`src/rtl/bsg_burst_beat_tracker_pkg.sv`:
```
// Shared types and helpers for the burst beat tracker.
// Holds the counter-width helper and the tracker status struct.
package bsg_burst_beat_tracker_pkg;

    localparam int status_cnt_width_gp = 16;

    // A zero-width counter is illegal, so a single-index range still gets one bit.
    function automatic int safe_clog2(input int n);
        return (n <= 1) ? 1 : $clog2(n);
    endfunction

    typedef struct packed {
        logic                           v;
        logic                           done;
        logic                           lock;
        logic [status_cnt_width_gp-1:0] cnt;
    } tracker_status_s;

    typedef enum logic {
        SLOT_EMPTY = 1'b0,
        SLOT_FULL  = 1'b1
    } slot_state_e;

endpackage

```
`src/rtl/bsg_burst_hdr_slot.sv`:
```
// Single-entry header buffer with ready/valid enqueue and yumi dequeue.
// Enqueue is only allowed when empty, which gives one bubble cycle between bursts.
module bsg_burst_hdr_slot
    import bsg_burst_beat_tracker_pkg::*;
#(
    parameter int width_p = 64
) (
    input  logic               clk_i,
    input  logic               reset_i,
    input  logic [width_p-1:0] data_i,
    input  logic               v_i,
    output logic               ready_o,
    output logic [width_p-1:0] data_o,
    output logic               v_o,
    input  logic               yumi_i
);

    slot_state_e          state_r, state_n;
    logic [width_p-1:0]   data_r;

    always_ff @(posedge clk_i) begin
        if (reset_i) begin
            state_r <= SLOT_EMPTY;
        end else begin
            state_r <= state_n;
        end
    end

    // Header storage needs no reset; it is only observed while the slot is full.
    always_ff @(posedge clk_i) begin
        if (v_i && ready_o) begin
            data_r <= data_i;
        end
    end

    always_comb begin
        state_n = state_r;
        ready_o = 1'b0;
        v_o     = 1'b0;
        case (state_r)
            SLOT_EMPTY: begin
                ready_o = 1'b1;
                if (v_i) begin
                    state_n = SLOT_FULL;
                end
            end
            SLOT_FULL: begin
                v_o = 1'b1;
                if (yumi_i) begin
                    state_n = SLOT_EMPTY;
                end
            end
            default: state_n = SLOT_EMPTY;
        endcase
    end

    assign data_o = data_r;

endmodule

```
`src/rtl/bsg_burst_beat_tracker.sv`:
```
// Tracks one multi-beat burst: buffers its header and walks a modular beat index to the last beat.
// Define BSG_BURST_BEAT_TRACKER_ASSERT_EN to enable simulation-only protocol checks.
module bsg_burst_beat_tracker
    import bsg_burst_beat_tracker_pkg::*;
#(
    parameter int header_width_p = 64,
    parameter int max_val_p      = 7,
    parameter int reset_val_p    = 0,
    localparam int cnt_width_lp  = safe_clog2(max_val_p + 1)
) (
    input  logic                      clk_i,
    input  logic                      reset_i,
    input  logic [header_width_p-1:0] header_i,
    input  logic [cnt_width_lp-1:0]   first_cnt_i,
    input  logic [cnt_width_lp-1:0]   last_cnt_i,
    input  logic                      v_i,
    output logic                      ready_o,
    output logic [header_width_p-1:0] header_o,
    output logic                      v_o,
    output logic [cnt_width_lp-1:0]   cnt_o,
    output logic [cnt_width_lp-1:0]   last_cnt_o,
    input  logic                      beat_i,
    output logic                      done_o,
    output logic                      lock_o
);

    logic                    accept;
    logic                    slot_v;
    logic                    yumi;
    logic                    match;
    logic [cnt_width_lp-1:0] cnt_r;
    logic [cnt_width_lp-1:0] last_r;
    tracker_status_s         status;

    assign accept = v_i & ready_o;
    assign yumi   = beat_i & status.done;

    bsg_burst_hdr_slot #(
        .width_p (header_width_p)
    ) hdr_slot (
        .clk_i   (clk_i),
        .reset_i (reset_i),
        .data_i  (header_i),
        .v_i     (v_i),
        .ready_o (ready_o),
        .data_o  (header_o),
        .v_o     (slot_v),
        .yumi_i  (yumi)
    );

    // Loading a new burst wins over advancing; beats are ignored while idle.
    always_ff @(posedge clk_i) begin
        if (reset_i) begin
            cnt_r <= cnt_width_lp'(reset_val_p);
        end else if (accept) begin
            cnt_r <= first_cnt_i;
        end else if (beat_i && slot_v) begin
            cnt_r <= (cnt_r == cnt_width_lp'(max_val_p)) ? '0 : cnt_r + cnt_width_lp'(1);
        end
    end

    always_ff @(posedge clk_i) begin
        if (reset_i) begin
            last_r <= '0;
        end else if (accept) begin
            last_r <= last_cnt_i;
        end
    end

    assign last_cnt_o = accept ? last_cnt_i : last_r;
    assign match      = (cnt_r == last_cnt_o);

    assign status = '{
        v:    slot_v,
        done: slot_v & match,
        lock: slot_v & ~match,
        cnt:  status_cnt_width_gp'(cnt_r)
    };

    assign v_o    = status.v;
    assign done_o = status.done;
    assign lock_o = status.lock;
    assign cnt_o  = cnt_width_lp'(status.cnt);

`ifdef BSG_BURST_BEAT_TRACKER_ASSERT_EN
    logic [header_width_p-1:0] header_prev_r;
    logic                      hold_prev_r;

    // An offer held against a full buffer must keep its header stable across cycles.
    always_ff @(posedge clk_i) begin
        header_prev_r <= header_i;
        hold_prev_r   <= v_i & ~ready_o & ~reset_i;
        if (!reset_i) begin
            assert (!(beat_i && !v_o))
                else $error("bsg_burst_beat_tracker: beat_i asserted with no active burst");
            if (accept) begin
                assert ((int'(first_cnt_i) <= max_val_p) && (int'(last_cnt_i) <= max_val_p))
                    else $error("bsg_burst_beat_tracker: burst index exceeds max_val_p");
            end
            if (hold_prev_r && v_i && !ready_o) begin
                assert (header_i == header_prev_r)
                    else $error("bsg_burst_beat_tracker: header_i changed while stalled");
            end
        end
    end
`else
    // Protocol checks compiled out.
`endif

endmodule

```
`config.mk`:
```
export PLATFORM = sky130hd
export DESIGN_NAME = bsg_burst_beat_tracker
export DESIGN_NICKNAME = d
export VERILOG_FILES = /design/src/rtl/bsg_burst_beat_tracker_pkg.sv /design/src/rtl/bsg_burst_hdr_slot.sv /design/src/rtl/bsg_burst_beat_tracker.sv
export SDC_FILE = /design/constraint.sdc
export NUM_CORES = 1
export LEC_CHECK = 0
export CORE_ASPECT_RATIO = 1.2
export CORE_MARGIN = 2
export CORE_UTILIZATION = 36
export CTS_CLUSTER_SIZE = 14
export DETAILED_ROUTE_END_ITERATION = 12
export HOLD_SLACK_MARGIN = 0.15
export MAX_ROUTING_LAYER = met4
export PLACE_DENSITY = 0.79
export SLEW_MARGIN = 20
export SYNTH_ARGS = -nofsm -noshare
export SYNTH_HDL_FRONTEND = slang
export SYNTH_SLANG_ARGS = --single-unit
```
`constraint.sdc`:
```
create_clock -name clk_i -period 1.8 [get_ports clk_i]
set_input_delay 0.27 -clock clk_i [delete_from_list [all_inputs] [get_ports clk_i]]
set_output_delay 0.27 -clock clk_i [all_outputs]
set_load 0.1 [all_outputs]
```
==> flow_summary.ini, run 1 <==
[run_status]
outcome = finished, violations left
violations = negative setup slack

[timing]
fin_crit_sh_pct = 100
fin_skew_ps = 7.52
drv_slew = 0
final.min_clock_period_ps = 1810
finalSetupViolations = 1
timing_hold_violations_final = 0
setup_slack_ps = -7.85
max_freq_ghz = 0.553
worst_pin_slew_ps = 273
relSlewSlack_pct = 81.7
rsz0062_at_grt = yes

[layout]
drive_gt1_share_pct = 40.7
nets = 361
finalInstanceArea_sq_um = 4260
mostFrequentLayoutCells = buf_4 (74), clkdlybuf4s50_1 (71), edfxtp_1 (64), nand2_1 (10), buf_12 (10)
area_delta_synth_final_pct = 81.9
fillers = 430
diodes = 0
fin_util_pct = 66.9
final_cells = 375
mostFrequentLayoutCell = buf_4

[routing]
routedWlPerCell_um = 16.9
drtIter0Drc = 134
vias_per_cell = 4.40
drc = 0
antenna_left = 0
firstDrtPassIters = 4
wl_um = 6360
vias = 1649

[clock_tree]
clock_sinks = 71
clock_latency_ps = 330
clk_pin_slew_ps = 70
cts_tree = done
cts_buffers = 9
htree_levels = 3
cts_root_buffer = clkbuf_8
cts_buffer_depth = 2
cts_hold_buf = 0

[power_and_ir_drop]
total_power_w = 0.00474
power_leakage_nw = 1.66
power_density_nw_per_um2 = 1110
ir_worst_vdd_uv = 483

[yosys]
avgSynthCellArea_sq_um = 20.0
synth_area_leaders = edfxtp_1 (82%), dfxtp_1 (6.0%), nand2_1 (2.2%)
postSynthCellCount = 117
synth_area_sq_um = 2340
synth_nets = 193
synth-compound-area-share_pct = 2.41
seq_area_frac_synth_pct = 88.1
synth_top_area_share_pct = 82.1
synth_top_family_by_area = simple AND/OR/NAND/NOR gates
synthXorXnorAreaFrac_pct = 0.748
muxShareOfSynthArea_pct = 0
synth_top_cell_by_area = edfxtp_1
synthAdderAreaFrac_pct = 1.07
synth-seq-cells = 71
synth_warnings = 0
yosys.area_share.simple_pct = 6.68
synth_cell_types = 19

[global_routing]
grt.overflow.total = 0
grt_pass1_vias = 1629
grt.total_usage_pct = 18.6
grt_pass1_wl_um = 9420
antenna_found_initial = 0
grt_max_degree = 36

[placed_design]
placed_area_sq_um = 3950
pre_cts_ws_ps = -114
routabilityCongestion = 0.771
placed_cells = 354
dp_hpwl_um = 4720
portBuffers = 147

[worst_setup_path]
criticalPathCategory = flip-flop to output pin
rr_worst_depth = 6
worst-r2r-setup-slack_ps = 430
crit_fanout = 6
crit_required_ps = 1530
worstSetupStartpointType = flip-flop
worstPathArrival_ps = 1540
endpoint_kind = output pin

[floorplanning]
design.die.area_sq_um = 7170
ios = 148
fp.coreArea_sq_um = 6370
die_y_um = 92.3
fp-row-count = 32
start_util_pct = 36.8
die_width_um = 77.6

[run]
maxCapViolations = 0

[hold_path]
whs_path_depth = 4
worstHoldPathType = input pin to flip-flop
## state kept, by name, summed over array words and instances, names as in the netlist
name and flops:
cnt_o 3, hdr_slot.data_o 64, hdr_slot.state_r 1, last_r 3
## worst max-delay path, stage by stage, from the launching register on
cell,delay [ps]
dfxtp_4,370
or2b_1,240
a21oi_2,220
nor3_4,80
nor2_4,130
buf_12,180
## final timing paths
check,startpoint,to
hold reg to reg,hdr_slot.state_r,hdr_slot.state_r
hold / removal,last_cnt_i[0],last_r[0]
setup reg to reg,cnt_o[0],cnt_o[0]
setup / recovery,cnt_o[0],lock_o
## timing repair
item                       CTS  global route
pin swaps                    5             2
cloned                       0             0
buffers inserted             6             0
setup endpoints to repair    5             5
gates resized for setup     10             4
## where the power goes
| part | leakage (nW) | switching [W] | internal [W] |
|---|---|---|---|
| Sequential | 0.671 | 0.0000406 | 0.00192 |
| Clock | 0.104 | 0.000593 | 0.000790 |
| Combinational | 0.884 | 0.000987 | 0.000406 |
| Total | 1.66 | 0.00162 | 0.00312 |
## stage by stage
step,hold WS [ps],setup TNS [ps]
floorplan,332,-1340
global placement,507,-266
detailed placement,513,-405
CTS,384,-22.0
global route,407,-172
finish,395,-7.85
## cell usage after synthesis
master / number
nand2b_1: 3
a21oi_2: 1
dfxtp_1: 7
a211oi_1: 1
nor3_1: 4
xnor2_1: 2
inv_6: 1
ha_1: 2
inv_1: 1
or2b_1: 2
buf_6: 1
nor2_1: 5
a311oi_1: 2
a21oi_4: 1
nor4_1: 1
o22ai_1: 1
nand2_1: 14
nor2b_1: 4
edfxtp_1: 64
## area by class of cell
cell class              instances  area, sq um  share of cell area (%)
clock inverters                 6         92.6                    2.17
multi-input cells              43          337                    7.90
clock buffers                  10          128                    3.00
well taps                      85          106                    2.50
repair buffers                158         1500                    35.2
flip-flops and latches         71         2080                    48.8
inverters                       2         18.8                   0.441
## logic make-up after synthesis
kind of cell / after synthesis
DFF: 71
and+or+nand+nor: 33
AOI/OAI and AO/OA: 6
buffers and inverters: 3
xor gates and xnor gates: 2
adders and majority gates: 2
## layer usage
metal / track usage (%) / wire length (um) / vias to the layer above
li1: - / - / 776
met1: 21.7 / 2480 / 765
met2: 28.0 / 3090 / 100
met3: 8.28 / 655 / 8
met4: 8.04 / 127 / 0
met5: - / 0 / -
No activity file was read; power rests on OpenSTA's default activity.
==> run 2: changes to the inputs <==
--- a/config.mk
+++ b/config.mk
@@ -12,7 +12,7 @@
 export DETAILED_ROUTE_END_ITERATION = 12
 export HOLD_SLACK_MARGIN = 0.15
 export MAX_ROUTING_LAYER = met4
-export PLACE_DENSITY = 0.79
+export PLACE_DENSITY = 0.82
 export SLEW_MARGIN = 20
 export SYNTH_ARGS = -nofsm -noshare
 export SYNTH_HDL_FRONTEND = slang
==> run 2 against run 1 <==
The flow still finishes with violations (negative setup slack). Final cell count decreased by 0.53%. Routed wire length decreased by 12%. Die area unchanged. Critical endpoint unchanged. Largest power group unchanged.
==> flow_summary.ini, run 2 (synthesis gave the netlist of run 1 again) <==
[routing]
wl_um = 5560
routedWlPerCell_um = 14.9
vias = 1626
drc = 0
firstDrtPassIters = 5
drtIter0Drc = 78
antenna_left = 0
vias_per_cell = 4.36

[worst_setup_path]
criticalPathCategory = flip-flop to output pin
endpoint_kind = output pin
crit_fanout = 5
rr_worst_depth = 6
worstPathArrival_ps = 1560
worstSetupStartpointType = flip-flop
crit_required_ps = 1530

[hold_path]
worstHoldPathType = input pin to flip-flop
whs_path_depth = 3

[timing]
relSlewSlack_pct = 80.4
fin_skew_ps = 4.83
max_freq_ghz = 0.547
finalSetupTns_ps = -41.3
timing_hold_violations_final = 0
final.min_clock_period_ps = 1830
setup_slack_ps = -28.2
worst_pin_slew_ps = 292
rsz0062_at_grt = yes
fin_crit_sh_pct = 102
finalSetupViolations = 2
drv_slew = 0

[placed_design]
dp_hpwl_um = 4160
routabilityCongestion = 0.734
placed_cells = 354
placed_area_sq_um = 3960
portBuffers = 147

[floorplanning]
start_util_pct = 36.8
die_width_um = 77.6
fp.coreArea_sq_um = 6370
design.die.area_sq_um = 7170
die_y_um = 92.3
ios = 148
fp-row-count = 32

[layout]
mostFrequentLayoutCells = buf_4 (72), clkdlybuf4s50_1 (71), edfxtp_1 (64), buf_12 (11), clkbuf_8 (9)
drive_gt1_share_pct = 40.6
area_delta_synth_final_pct = 79.6
finalInstanceArea_sq_um = 4200
diodes = 0
final_cells = 373
mostFrequentLayoutCell = buf_4
largest_reg_flops = 64
nets = 359

[global_routing]
grt.total_usage_pct = 16.1
grt.overflow.total = 0
antenna_found_initial = 0
grt_pass1_vias = 1695
grt_pass1_wl_um = 8300
grt_max_degree = 35

[power_and_ir_drop]
power_leakage_nw = 1.64
power_density_nw_per_um2 = 1080
ir_worst_vdd_uv = 541

[run_status]
violations = negative setup slack
outcome = finished, violations left

[clock_tree]
cts_tree = done
htree_levels = 3
cts_buffers = 9
clk_pin_slew_ps = 70
clock_latency_ps = 330
cts_hold_buf = 0
clock_sinks = 71
cts_root_buffer = clkbuf_8
cts_buffer_depth = 2

[run]
maxCapViolations = 0
[run 2: layer usage]
| layer | share of wire, % | wire length, um | up-vias | GRT usage, % |
|---|---|---|---|---|
| met2 | 54 | 3000 | 93 | 27.9 |
| li1 | - | - | 771 | - |
| met3 | 5.5 | 306 | 19 | 3.41 |
| met4 | 4.8 | 266 | 0 | 11.5 |
| met5 | 0 | 0 | - | - |
| met1 | 36 | 1990 | 743 | 16.0 |
[run 2: power by group]
group | leakage (nW) | internal, W | switching, W
Clock | 0.0960 | 0.000635 | 0.000568
Combinational | 0.871 | 0.000402 | 0.000976
Sequential | 0.670 | 0.00192 | 0.0000400
Total | 1.64 | 0.00296 | 0.00158
[run 2: worst paths after layout]
path,startpoint,to,slack (ps)
max,cnt_o[0],lock_o,-30
min,v_i,hdr_slot.state_r,280
max reg2reg,cnt_o[0],cnt_o[0],440
min reg2reg,cnt_o[1],cnt_o[1],540
[run 2: area by class of cell]
cell class	instances	area, sq um
Clock buffer	10	128
Inverter	2	18.8
Fill cell	464	2160
Multi-Input combinational cell	43	323
Timing Repair Buffer	156	1490
Clock inverter	6	61.3
Sequential cell	71	2070
Tap cell	85	106
[run 2: what timing repair did]
item | in CTS | in global routing
setup endpoints to repair | 5 | 5
hold endpoints to repair | 0 | 0
pin swaps | 1 | 4
buffers inserted | 3 | 0
gates resized for setup | 4 | 7
[run 2: critical path: stages (launching register included)]
cell and delay, ps:
dfxtp_4 360, or2b_1 260, a21oi_4 180, nor3_2 70, nor2_2 160, buf_12 190
[run 2: through the flow]
step           power, W  hold WS (ps)  util [%]  setup WS, ps
6_report        0.00454           279      66.0         -28.2
3_3_place_gp    0.00334           507      62.2         -93.8
4_1_cts         0.00457           467      65.6          -107
3_5_place_dp    0.00336           513      62.2          -128
5_1_grt         0.00467           265      66.0         -79.2
2_1_floorplan   0.00292           332         -          -784
